`config.mk`:
```
export PLATFORM = sky130hd
export DESIGN_NAME = framebuffer_readback
export DESIGN_NICKNAME = d
export VERILOG_FILES = /design/src/rtl/framebuffer_readback_pkg.sv /design/src/rtl/uart_tx_byte.sv /design/src/rtl/framebuffer_readback.sv
export SDC_FILE = /design/constraint.sdc
export NUM_CORES = 1
export LEC_CHECK = 0
export ABC_CLOCK_PERIOD_IN_PS = 3200
export CAP_MARGIN = 5
export CORE_ASPECT_RATIO = 1.75
export CORE_MARGIN = 8
export CORE_UTILIZATION = 45
export CTS_CLUSTER_DIAMETER = 50
export DETAILED_ROUTE_END_ITERATION = 8
export HOLD_SLACK_MARGIN = 0.03
export PLACE_DENSITY = 0.66
export SYNTH_ARGS = -nofsm -noshare
export SYNTH_HDL_FRONTEND = slang
export SYNTH_SLANG_ARGS = --single-unit
```
`constraint.sdc`:
```
create_clock -name clk_in -period 3.2 [get_ports clk_in]
set_input_delay 0.64 -clock clk_in [delete_from_list [all_inputs] [get_ports clk_in]]
set_output_delay 0.64 -clock clk_in [all_outputs]
set_load 0.05 [all_outputs]
```
`src/rtl/framebuffer_readback_pkg.sv`:
```
// framebuffer_readback_pkg: framing constants, FSM encoding and row-digit helpers for the row readback path
package framebuffer_readback_pkg;

    localparam logic [7:0] ASCII_L    = 8'h4C;
    localparam logic [7:0] ASCII_LF   = 8'h0A;
    localparam logic [7:0] ASCII_ZERO = 8'h30;

    typedef enum logic [3:0] {
        IDLE,
        SEND_HDR,
        SEND_TENS,
        SEND_UNITS,
        FETCH,
        CAPTURE,
        SEND_DATA,
        SEND_TERM,
        FINISH
    } state_t;

    // rows only reach 31, so the tens digit is a three-way compare rather than a divider
    function automatic logic [7:0] tens_ascii(input logic [4:0] r);
        return ASCII_ZERO + (r >= 5'd30 ? 8'd3 : r >= 5'd20 ? 8'd2 : r >= 5'd10 ? 8'd1 : 8'd0);
    endfunction

    function automatic logic [7:0] units_ascii(input logic [4:0] r);
        return ASCII_ZERO + {3'b000, r} - (tens_ascii(r) - ASCII_ZERO) * 8'd10;
    endfunction

endpackage

```
`src/rtl/uart_tx_byte.sv`:
```
// uart_tx_byte: 8N1 LSB-first transmitter for one byte per load, tx_done in the last stop-bit cycle
module uart_tx_byte #(
    parameter int BAUD_TICKS_WIDTH = 8,
    parameter int BAUD_TICKS       = 192
) (
    input  logic       clk_in,
    input  logic       reset,
    input  logic       load,
    input  logic [7:0] data,
    output logic       tx_out,
    output logic       tx_busy,
    output logic       tx_done
);

    localparam logic [BAUD_TICKS_WIDTH-1:0] LAST_TICK = BAUD_TICKS_WIDTH'(BAUD_TICKS - 1);

    logic [9:0]                  shift_q, shift_d;
    logic [3:0]                  bit_q, bit_d;
    logic [BAUD_TICKS_WIDTH-1:0] baud_q, baud_d;
    logic                        busy_q, busy_d;
    logic                        bit_end;

    // line is forced high whenever no frame is shifting, so an async reset idles it at once
    assign tx_out  = !busy_q || shift_q[0];
    assign tx_busy = busy_q;

    // frame shifter: {stop, data, start} shifted right once per bit period
    always_comb begin
        bit_end = busy_q && baud_q == LAST_TICK;
        tx_done = bit_end && bit_q == 4'd9;
        shift_d = shift_q;
        bit_d   = bit_q;
        baud_d  = baud_q;
        busy_d  = busy_q;
        if (load && !busy_q) begin
            shift_d = {1'b1, data, 1'b0};
            bit_d   = '0;
            baud_d  = '0;
            busy_d  = 1'b1;
        end else if (bit_end) begin
            shift_d = {1'b1, shift_q[9:1]};
            bit_d   = bit_q + 1'b1;
            baud_d  = '0;
            busy_d  = !tx_done;
        end else if (busy_q) begin
            baud_d  = baud_q + 1'b1;
        end
    end

    // transmitter state registers
    always_ff @(posedge clk_in or negedge reset) begin
        if (!reset) begin
            shift_q <= '1;
            bit_q   <= '0;
            baud_q  <= '0;
            busy_q  <= 1'b0;
        end else begin
            shift_q <= shift_d;
            bit_q   <= bit_d;
            baud_q  <= baud_d;
            busy_q  <= busy_d;
        end
    end

endmodule

```
`src/rtl/framebuffer_readback.sv`:
```
// framebuffer_readback: reads one framebuffer row from RAM port A and sends it as 'L', row digits, 128 bytes, '\n'
module framebuffer_readback
    import framebuffer_readback_pkg::*;
#(
    parameter int BAUD_TICKS_WIDTH = 8,
    parameter int BAUD_TICKS       = 192,
    parameter int ROW_BYTES_LOG2   = 7
) (
    input  logic                      clk_in,
    input  logic                      reset,
    input  logic                      start,
    input  logic [4:0]                row,
    output logic [ROW_BYTES_LOG2+4:0] ram_address,
    output logic                      ram_clk_enable,
    input  logic [7:0]                ram_data_in,
    output logic                      busy,
    output logic                      done,
    output logic                      tx_out
);

    localparam logic [ROW_BYTES_LOG2-1:0] LAST_IDX = '1;

    state_t                    state_q, state_d;
    logic [4:0]                row_q, row_d;
    logic [ROW_BYTES_LOG2-1:0] idx_q, idx_d;
    logic [7:0]                byte_q, byte_d;
    logic [ROW_BYTES_LOG2+4:0] addr_q, addr_d;
    logic                      tx_load, tx_busy, tx_done;
    logic [7:0]                tx_data;

    assign busy           = !(state_q inside {IDLE, FINISH});
    assign done           = state_q == FINISH;
    assign ram_clk_enable = state_q == FETCH;
    assign ram_address    = addr_q;

    uart_tx_byte #(
        .BAUD_TICKS_WIDTH(BAUD_TICKS_WIDTH),
        .BAUD_TICKS      (BAUD_TICKS)
    ) u_tx (
        .clk_in (clk_in),
        .reset  (reset),
        .load   (tx_load),
        .data   (tx_data),
        .tx_out (tx_out),
        .tx_busy(tx_busy),
        .tx_done(tx_done)
    );

    // sequencer: each SEND_* state loads the transmitter once and advances on its tx_done
    always_comb begin
        state_d = state_q;
        row_d   = row_q;
        idx_d   = idx_q;
        byte_d  = byte_q;
        tx_load = !tx_busy && (state_q inside {SEND_HDR, SEND_TENS, SEND_UNITS, SEND_DATA, SEND_TERM});
        tx_data = state_q == SEND_HDR   ? ASCII_L :
                  state_q == SEND_TENS  ? tens_ascii(row_q) :
                  state_q == SEND_UNITS ? units_ascii(row_q) :
                  state_q == SEND_TERM  ? ASCII_LF : byte_q;
        case (state_q)
            IDLE:       if (start) begin
                            row_d   = row;
                            state_d = SEND_HDR;
                        end
            SEND_HDR:   if (tx_done) state_d = SEND_TENS;
            SEND_TENS:  if (tx_done) state_d = SEND_UNITS;
            SEND_UNITS: if (tx_done) state_d = FETCH;
            FETCH:      state_d = CAPTURE;
            CAPTURE:    begin
                            byte_d  = ram_data_in;
                            state_d = SEND_DATA;
                        end
            SEND_DATA:  if (tx_done) begin
                            if (idx_q == LAST_IDX) begin
                                state_d = SEND_TERM;
                            end else begin
                                idx_d   = idx_q + 1'b1;
                                state_d = FETCH;
                            end
                        end
            SEND_TERM:  if (tx_done) state_d = FINISH;
            FINISH:     begin
                            idx_d   = '0;
                            state_d = IDLE;
                        end
            default:    state_d = IDLE;
        endcase
        addr_d = state_d == FETCH ? {row_d, idx_d} : addr_q;
    end

    // sequencer registers; the address only moves on entry to FETCH and holds otherwise
    always_ff @(posedge clk_in or negedge reset) begin
        if (!reset) begin
            state_q <= IDLE;
            row_q   <= '0;
            idx_q   <= '0;
            byte_q  <= '0;
            addr_q  <= '0;
        end else begin
            state_q <= state_d;
            row_q   <= row_d;
            idx_q   <= idx_d;
            byte_q  <= byte_d;
            addr_q  <= addr_d;
        end
    end

endmodule

```
[Word level (Yosys, flattened, before mapping)]
Cells that the tools add are included.
Cells by class
  $mul: 1
  add/subtract/negate cells: 7
  muxes and demuxes: 29
  equality and inequality tests: 12
  order comparisons: 3
  reduce and logical (&&, ||, !) cells: 13
Operator list (count)
  8-bit two-way mux: 7
  4-bit two-way mux: 8
  4-bit case mux with 8 select lines: 1
  4-bit by 3-bit == test with 1-bit output (second input constant): 5
  10-bit two-way mux: 2
  7-bit two-way mux: 2
  7-bit case mux with 2 select lines: 1
  5-bit >= comparator (second input constant): 2
  5-bit two-way mux: 2
  8-bit by 1-bit adder with 8-bit output (second input constant): 1
  4-bit by 2-bit == test with 1-bit output (second input constant): 2
  4-bit == test (second input constant): 2
  8-bit == test (second input constant): 1
  8-bit by 3-bit multiplier with 7-bit output (second input constant): 1
  7-bit by 6-bit subtractor with 8-bit output (second input constant): 1
  7-bit by 8-bit subtractor with 8-bit output: 1
  6-bit by 2-bit adder with 7-bit output (first input constant): 1
  6-bit by 5-bit adder with 7-bit output (first input constant): 1
  7-bit by 1-bit adder with 7-bit output (second input constant): 1
  7-bit == test (second input constant): 1
  2-bit two-way mux: 3
  5-bit by 4-bit >= comparator with 1-bit output (second input constant): 1
  5-bit nonzero test: 1
  4-bit by 1-bit adder with 4-bit output (second input constant): 1
  other kinds (8): 16
Word-level totals
  output and inout port bits: 16
  register bits: 59
  input bits: 16
  logic and storage cells: 74

[Depth between registers and ports, before layout]
  depth in word-level cells: 12
  mapped depth: 11
  mapped depth without buffers: 11

[By module]
A second synthesis with hierarchy kept.
Unflattened totals
  cells, all modules: 319
  area, all modules: 3309.4 um2
By module, submodules not included
  framebuffer_readback: instances 1, area an instance 2107.0 um2, seq. area each 900.9 um2, cells each 198
  uart_tx_byte: instances 1, area an instance 1202.4 um2, seq. area each 561.8 um2, cells each 121

[Worst setup path after synthesis]
Ideal clock, no wire load.
  kind: register to output
  from: register state_q[0]
  to: output ram_clk_enable
  data arrival time: 1.783 ns
  slack: 0.777 ns
  stages on the path, launching flop included: 4
  buffers on the path: 2
  required time: 2.560 ns
  cell sequence: dfrtp_1 -> clkbuf_1 -> clkbuf_1 -> nor3_1
Between the ends
  word-level cells in the longest chain between the ends: 1
RTL lines
  start: declaration: RTL line framebuffer_readback.sv:23  | state_t state_q, state_d;
  start signal: assignment: RTL line framebuffer_readback.sv:100  | state_q <= state_d;
  4-bit by 3-bit == test with 1-bit output: RTL line framebuffer_readback.sv:33  | assign ram_clk_enable = state_q == FETCH;
  end: declaration: RTL line framebuffer_readback.sv:14  | output logic ram_clk_enable,
No other way between the ends.

[Worst setup path after layout]
  from: register state_q[1]
  to: output done
Between the ends
  word-level cells in the longest chain between the ends: 1
RTL lines
  4-bit == test: RTL line framebuffer_readback.sv:32  | assign done = state_q == FINISH;
  end: declaration: RTL line framebuffer_readback.sv:17  | output logic done,
No other way between the ends.

==> results.md <==
- Clock sinks: 58
- Die width: 78.2 um
- Power per cell area: about 440 mW/mm2
- Post-cts sizing count: 0
- CP Class: reg2out
- Fillcell total: 600
- Relative max-transition margin: 0.382
- Comb pwr share: 0.020
- Die Y: about 120 um
- Largest net degree at the start of global routing: 42
- WL final: ~6500 um
- WL per Instance: 15.2 um
- EDFF count, synth: 0
- CTS buffer count: 9
- Detailed Place HPWL: 4650 um
- CP arrival: between 2000 and 2500 ps
- Peak supply drop: approximately 0.47 mV
- Initial antenna violation count: 0
- Setup TNS Final: 0 ps
- Cell Count, Final, Fillers Out: 429
- Core Box Area: 0.00654 mm2
- Final ANT Viol Nets: 0
- First DRT Iteration DRCs: ~130
- Setup repair after global routing missed its margin: false
- Sequential Power Share: 0.444
- Root Driver: clkbuf_16
- Largest family of logic cells by synthesized area: simple AND/OR/NAND/NOR gates
- Maximum root-to-sink buffer count: 2
- Clk slew on worst S/H paths: 50 ps
- Max cap viols: 0
- H-tree levels: 3
- Net Sw Power: 323 uW
- Post-synth ARST share: 1.00
- Placer congestion estimate: between 0.8 and 0.9
- Synth Area in Adders: 0.0551
- DRC: 0
- Clock skew: 5.76 ps
- Seq/Total Area, Yosys: 0.481
- Met2 usage: 0.227
- Fin. Hold Viols: 0
- Crit Path Max Fanout: 14
- Count of boundary I/O pins: 32
- Share of layout cells above drive strength 1: 0.170
- Worst hold path class: in2async
- Port bufs: 31
- Startpoint Class: register
- WP data required: around 2600 ps
- Worst Setup End Kind: primary output
- Yosys cell types: 50
- Post-synthesis compound-gate area fraction: 0.121
- Syn. warnings: 0
- Total power: 1.66 mW
- Most used routing layer: met2
- Post-synthesis mux area share: 0.0835
- Die Area: 0.00975 mm2
- Mapped Area: 0.00304 mm2
- ANT cells: 0
- GR Util met1: 0.159
- Pint: roughly 1.3 mW
- # nets final: 370
- Post-synth top area share: 0.403
- Met3 Use GR: 0.0470
- Std-Cell Rows: 39
- Final min period: 2970 ps
- Net count after synthesis: between 300 and 400
- Status: complete, no violations
- CTS tree: yes
- Leakage: ~1.7 nW
- Ys flop type: dfrtp_1
- Ranking of synthesized cells by area: dfrtp_1 40%, dfstp_2 7.8%, mux2_2 7.0%, ha_1 4.5%, nor2_1 4.3%
- Worst-Skew Late Latency: 330 ps
- Post-Synthesis Cells: approximately 300
- GRT overflow: 0
- Total number of vias: approximately 2,300
- CTS Hold Bufs: 0
- Fmax: 336 MHz
- Minimum hold slack: around 460 ps
- Fin crit share: 0.929
- Area Growth Syn to Fin: 22.9%
- Syn Area/Cell: 10.0 um2
- Yosys reg bits: 58
- Initial core utilization: 0.465
- Final Util: 0.572
- Pre-antenna DRT Iters: 4
- Clock power frac: 0.536
- Sw frac: 0.195
- DR vias/cell: 5.46
- Post CTS Setup Buffer Count: 0
- Synth Area in XOR/XNOR: 0.0346
- Inst Count DP: 413
- Worst Tran Pin Value: 927 ps
- Simple-Gate Fraction of Synth Area: 0.187
- # setup viols final: 0
- Total track usage: 0.143
- Vias in the first global route: approximately 2,500
- Post-synth top area cell: dfrtp_1
- First-pass GRT wire length: 11,200 um
- Slew Limit Fails: 0
## area by class of cell
| class | instances | area, um2 | share of cell area |
|---|---|---|---|
| clock buffer | 14 | 274 | 0.0733 |
| clock inverter | 2 | 10.0 | 0.00268 |
| inverter | 16 | 60.1 | 0.0161 |
| multi-input combinational | 218 | 1460 | 0.392 |
| sequential | 58 | 1460 | 0.391 |
| tap | 82 | 103 | 0.0274 |
| timing repair buffer | 39 | 365 | 0.0977 |
## path summary, 6_finish.rpt
kind | start | endpoint | slack, ps | cells after the start
min | reset | byte_q[5]$_DFFE_PN0P_ | 460 | 1
max | state_q[1]$_DFF_PN0_ | done | 230 | 4
min in group clk_in | u_tx.shift_q[4]$_DFFE_PN1P_ | u_tx.shift_q[4]$_DFFE_PN1P_ | 480 | 2
max in group asynchronous | reset | idx_q[3]$_DFF_PN0_ | 1950 | 2
max reg2reg | row_q[4]$_DFF_PN0_ | u_tx.shift_q[6]$_DFFE_PN1P_ | 650 | 10
min reg2reg | u_tx.shift_q[4]$_DFFE_PN1P_ | u_tx.shift_q[4]$_DFFE_PN1P_ | 480 | 2
## stage by stage
stage,setup WS (ps),instance area (um2)
after floorplan,777,3040
after global placement,648,3450
after detailed placement,618,3450
after CTS,223,3740
after global routing,114,3740
final,227,3740
## power groups by stage
stage	clock, mW	combinational [mW]	sequential, mW
after global routing	0.951	0.0379	0.735
after CTS	0.916	0.0346	0.735
after detailed placement	0	0.0345	0.747
final	0.889	0.0331	0.736
after floorplan	0	0.000434	0.747
after global placement	0	0.0340	0.747
## worst max-delay path, cell delays in order, from the launching register on
cell	delay [ps]
dfrtp_1	520
nor3_1	300
nand2_1	230
inv_1	130
clkdlybuf4s50_1	810
## layout by cell type (no fill, tap or decap), drive strengths merged, types with 5 or more instances in the layout
| cell | instances |
|---|---|
| o22ai | 6 |
| xnor2 | 6 |
| a21oi | 17 |
| nor3 | 9 |
| xor2 | 6 |
| nor2b | 5 |
| dfrtp | 49 |
| nor2 | 35 |
| a31oi | 6 |
| inv | 16 |
| dfstp | 9 |
| mux2 | 19 |
| nand2b | 7 |
| nand2 | 21 |
| clkdlybuf4s50 | 30 |
| clkbuf | 14 |
| nand3 | 11 |
| buf | 9 |
| ha | 11 |
| nand4 | 6 |
| o21ai | 13 |
## state kept, by name, summed over array words and instances (netlist names)
name,flops
byte_q,8
idx_q,7
ram_address,12
row_q,5
state_q,4
u_tx.baud_q,8
u_tx.bit_q,4
u_tx.shift_q,9
u_tx.tx_busy,1
## cells in the mapped netlist, types with 2 or more instances
cell       n
nand2b_1   7
mux2i_1    4
dfstp_2    9
o21ai_0   12
nand3_1   11
nor3b_1    3
a211oi_1   2
nor2b_1    5
nand2_1   21
or2_2      2
a31oi_1    6
xor2_1     6
mux2_2    19
o211ai_1   2
inv_1     16
clkbuf_1   9
nor2_1    35
dfrtp_1   49
o22ai_1    6
and3_1     4
o31ai_1    2
or3_1      2
a21oi_1   17
ha_1      11
nor3_1     9
xnor2_1    6
nand4_1    5
buf_2      2
## kinds of logic (layout without fill, tap and decap cells)
family	Yosys count	in the layout
multiplexers	23	23
buffers and inverters	28	71
adder cells (fa/ha/maj)	13	13
AO/OA/AOI/OAI	58	58
XOR/XNOR	12	12
AND/OR/NAND/NOR	112	112
flip-flops	58	58
## layer usage
| metal | wire length, um | vias up |
|---|---|---|
| met1 | 2750 | 1136 |
| met5 | 0 | - |
| li1 | - | 1139 |
| met2 | 3230 | 55 |
| met4 | 210 | 0 |
| met3 | 307 | 14 |
Note: power is estimated with default switching activity, not from simulation.
==> patch, RTL diff (same settings) <==
Add an input register stage for `start`, `row` and `ram_data_in`, with the module's reset; this delays them by one clock.
--- a/src/rtl/framebuffer_readback.sv
+++ b/src/rtl/framebuffer_readback.sv
@@ -19,6 +19,22 @@
 );
 
     localparam logic [ROW_BYTES_LOG2-1:0] LAST_IDX = '1;
+
+    logic start_q;
+    logic [4:0] row_r;
+    logic [7:0] ram_data_q;
+
+    always_ff @(posedge clk_in or negedge reset) begin
+        if (!reset) begin
+            start_q    <= '0;
+            row_r      <= '0;
+            ram_data_q <= '0;
+        end else begin
+            start_q    <= start;
+            row_r      <= row;
+            ram_data_q <= ram_data_in;
+        end
+    end
 
     state_t                    state_q, state_d;
     logic [4:0]                row_q, row_d;
@@ -58,8 +74,8 @@
                   state_q == SEND_UNITS ? units_ascii(row_q) :
                   state_q == SEND_TERM  ? ASCII_LF : byte_q;
         case (state_q)
-            IDLE:       if (start) begin
-                            row_d   = row;
+            IDLE:       if (start_q) begin
+                            row_d   = row_r;
                             state_d = SEND_HDR;
                         end
             SEND_HDR:   if (tx_done) state_d = SEND_TENS;
@@ -67,7 +83,7 @@
             SEND_UNITS: if (tx_done) state_d = FETCH;
             FETCH:      state_d = CAPTURE;
             CAPTURE:    begin
-                            byte_d  = ram_data_in;
+                            byte_d  = ram_data_q;
                             state_d = SEND_DATA;
                         end
             SEND_DATA:  if (tx_done) begin
Formal check against the unedited RTL: not equivalent (Yosys sat finds a counterexample within 4 cycles, from zero or initial values and one cycle with reset low).
==> patch against the unedited design <==
- register-to-register slack lost 400 ps
- final cell count rose by 3.3%
- wire length grew 7.9%
- non-clock buffer count is the same
- count of clock-buffer cells in the layout fell by 1
- die area is 14% higher
- synthesized area rose by 17%
- sequential cell count rose by 14
- design area is 14% higher
- setup slack improved by 22 ps
- critical path type is now flip-flop to flip-flop
- critical endpoint is now u_tx.shift_q[6]$_DFFE_PN1P_
- highest routed layer unchanged
Power is not compared: it rests on default switching activity, and its combinational part moved more than twofold at a synthesized area within 25%.
==> patch: results (changes against the unedited design) <==
| Metric | Value |
|---|---|
| Largest net degree at the start of global routing | 30 (-29%) |
| Total GRT Usage | 0.137 (-0.00634) |
| Max-slew headroom | 0.453 (+0.0706) |
| Register area share after synthesis | 0.511 (+0.0299) |
| First-pass GRT wire length | 12.4 mm (+11%) |
| Crit path launch | row_q[4]$_DFF_PN0_ |
| R2R Setup Slk | 250 ps (-400 ps) |
| Post-synthesis compound-gate area fraction | 0.111 (-0.0103) |
| Drt initial violations | 143 (+13%) |
| Top cell types by occurrence after synthesis | 63 x dfrtp_1, 29 x nor2_1, 22 x mux2_2, 17 x nand2_1 |
| Layout Nets | 376 (+1.6%) |
| M1 WL | 2.81 mm (+2.2%) |
| Post-Place Cells | 427 (+3.4%) |
| Post-synthesis xor/xnor area fraction | 0.0271 (-0.00741) |
| Detailed-placement wirelength estimate | 5.18 mm (+11%) |
| Layout Skew | 4.17 ps (-1.59 ps) |
| Largest register FFs | 12 (unchanged) |
| End point of the critical path | u_tx.shift_q[6]$_DFFE_PN1P_ |
| Mux contribution to synthesized area | 0.0966 (+0.0131) |
| GP Congestion | 0.871 (+4.5%) |
| Area contributors post-synth | dfrtp_1 44%, mux2_2 7.0%, dfstp_2 6.7% |
| Status | finished, final reports clean |
| Fraction of layout cells with a size suffix above 1 | 0.215 (+0.0453) |
| Place WS | 265 ps (-354 ps) |
| Leakage | 1.88 nW |
| Final hold slack | 294 ps (-165 ps) |
| Cell area after placement | 0.00396 mm² (+15%) |
| Crit path DAT | 3230 ps (+900 ps) |
| Cells after synthesis | 308 (+1.3%) |
| Avg WL per Cell | 15.8 µm (+4.5%) |
| Overall routed net length | 7.01 mm (+7.9%) |
| Crit Path Max Fanout | 3 (-11) |
| WL met3 | 269 µm (-12%) |
| Vias | 2458 (+4.9%) |
| Cell variety after synth | 61 (+22%) |
| Vias in the first global route | 2695 (+9.4%) |
| Synth Net Count | 336 (+1.2%) |
| Adder-cell share of the synthesized area | 0.0472 (-0.00789) |
| Tmin final | 2950 ps (-22.3 ps) |
patch: cell families after synthesis:
kind of cell | after synthesis
xor gates and xnor gates | 11
adders and majority gates | 13
buffers and inverters | 26
muxes | 30
AOI/OAI and AO/OA | 60
and+or+nand+nor | 96
DFF | 72
patch: metal layers:
metal,vias to the layer above,GRT usage
li1,1182,-
met1,1214,0.143
met2,49,0.235
met3,13,0.0403
met4,0,0.0845
met5,-,0
patch: critical path, stage by stage (launching register included):
cell and delay (ps):
dfrtp_1 350, inv_1 80, maj3_1 380, a21oi_1 230, ha_1 270, ha_1 330
nor2b_1 140, o21a_1 180, or4b_2 600, a31oi_1 190, o22a_1 150
patch: layout make-up:
type / instances / area (µm²) / area share
multi-input cells: 210 / 1610 / 0.376
well taps: 90 / 113 / 0.0264
repair buffers: 39 / 365 / 0.0856
clock buffers: 13 / 270 / 0.0633
flip-flops and latches: 72 / 1810 / 0.425
clock inverters: 3 / 40.0 / 0.00938
inverters: 16 / 60.1 / 0.0141
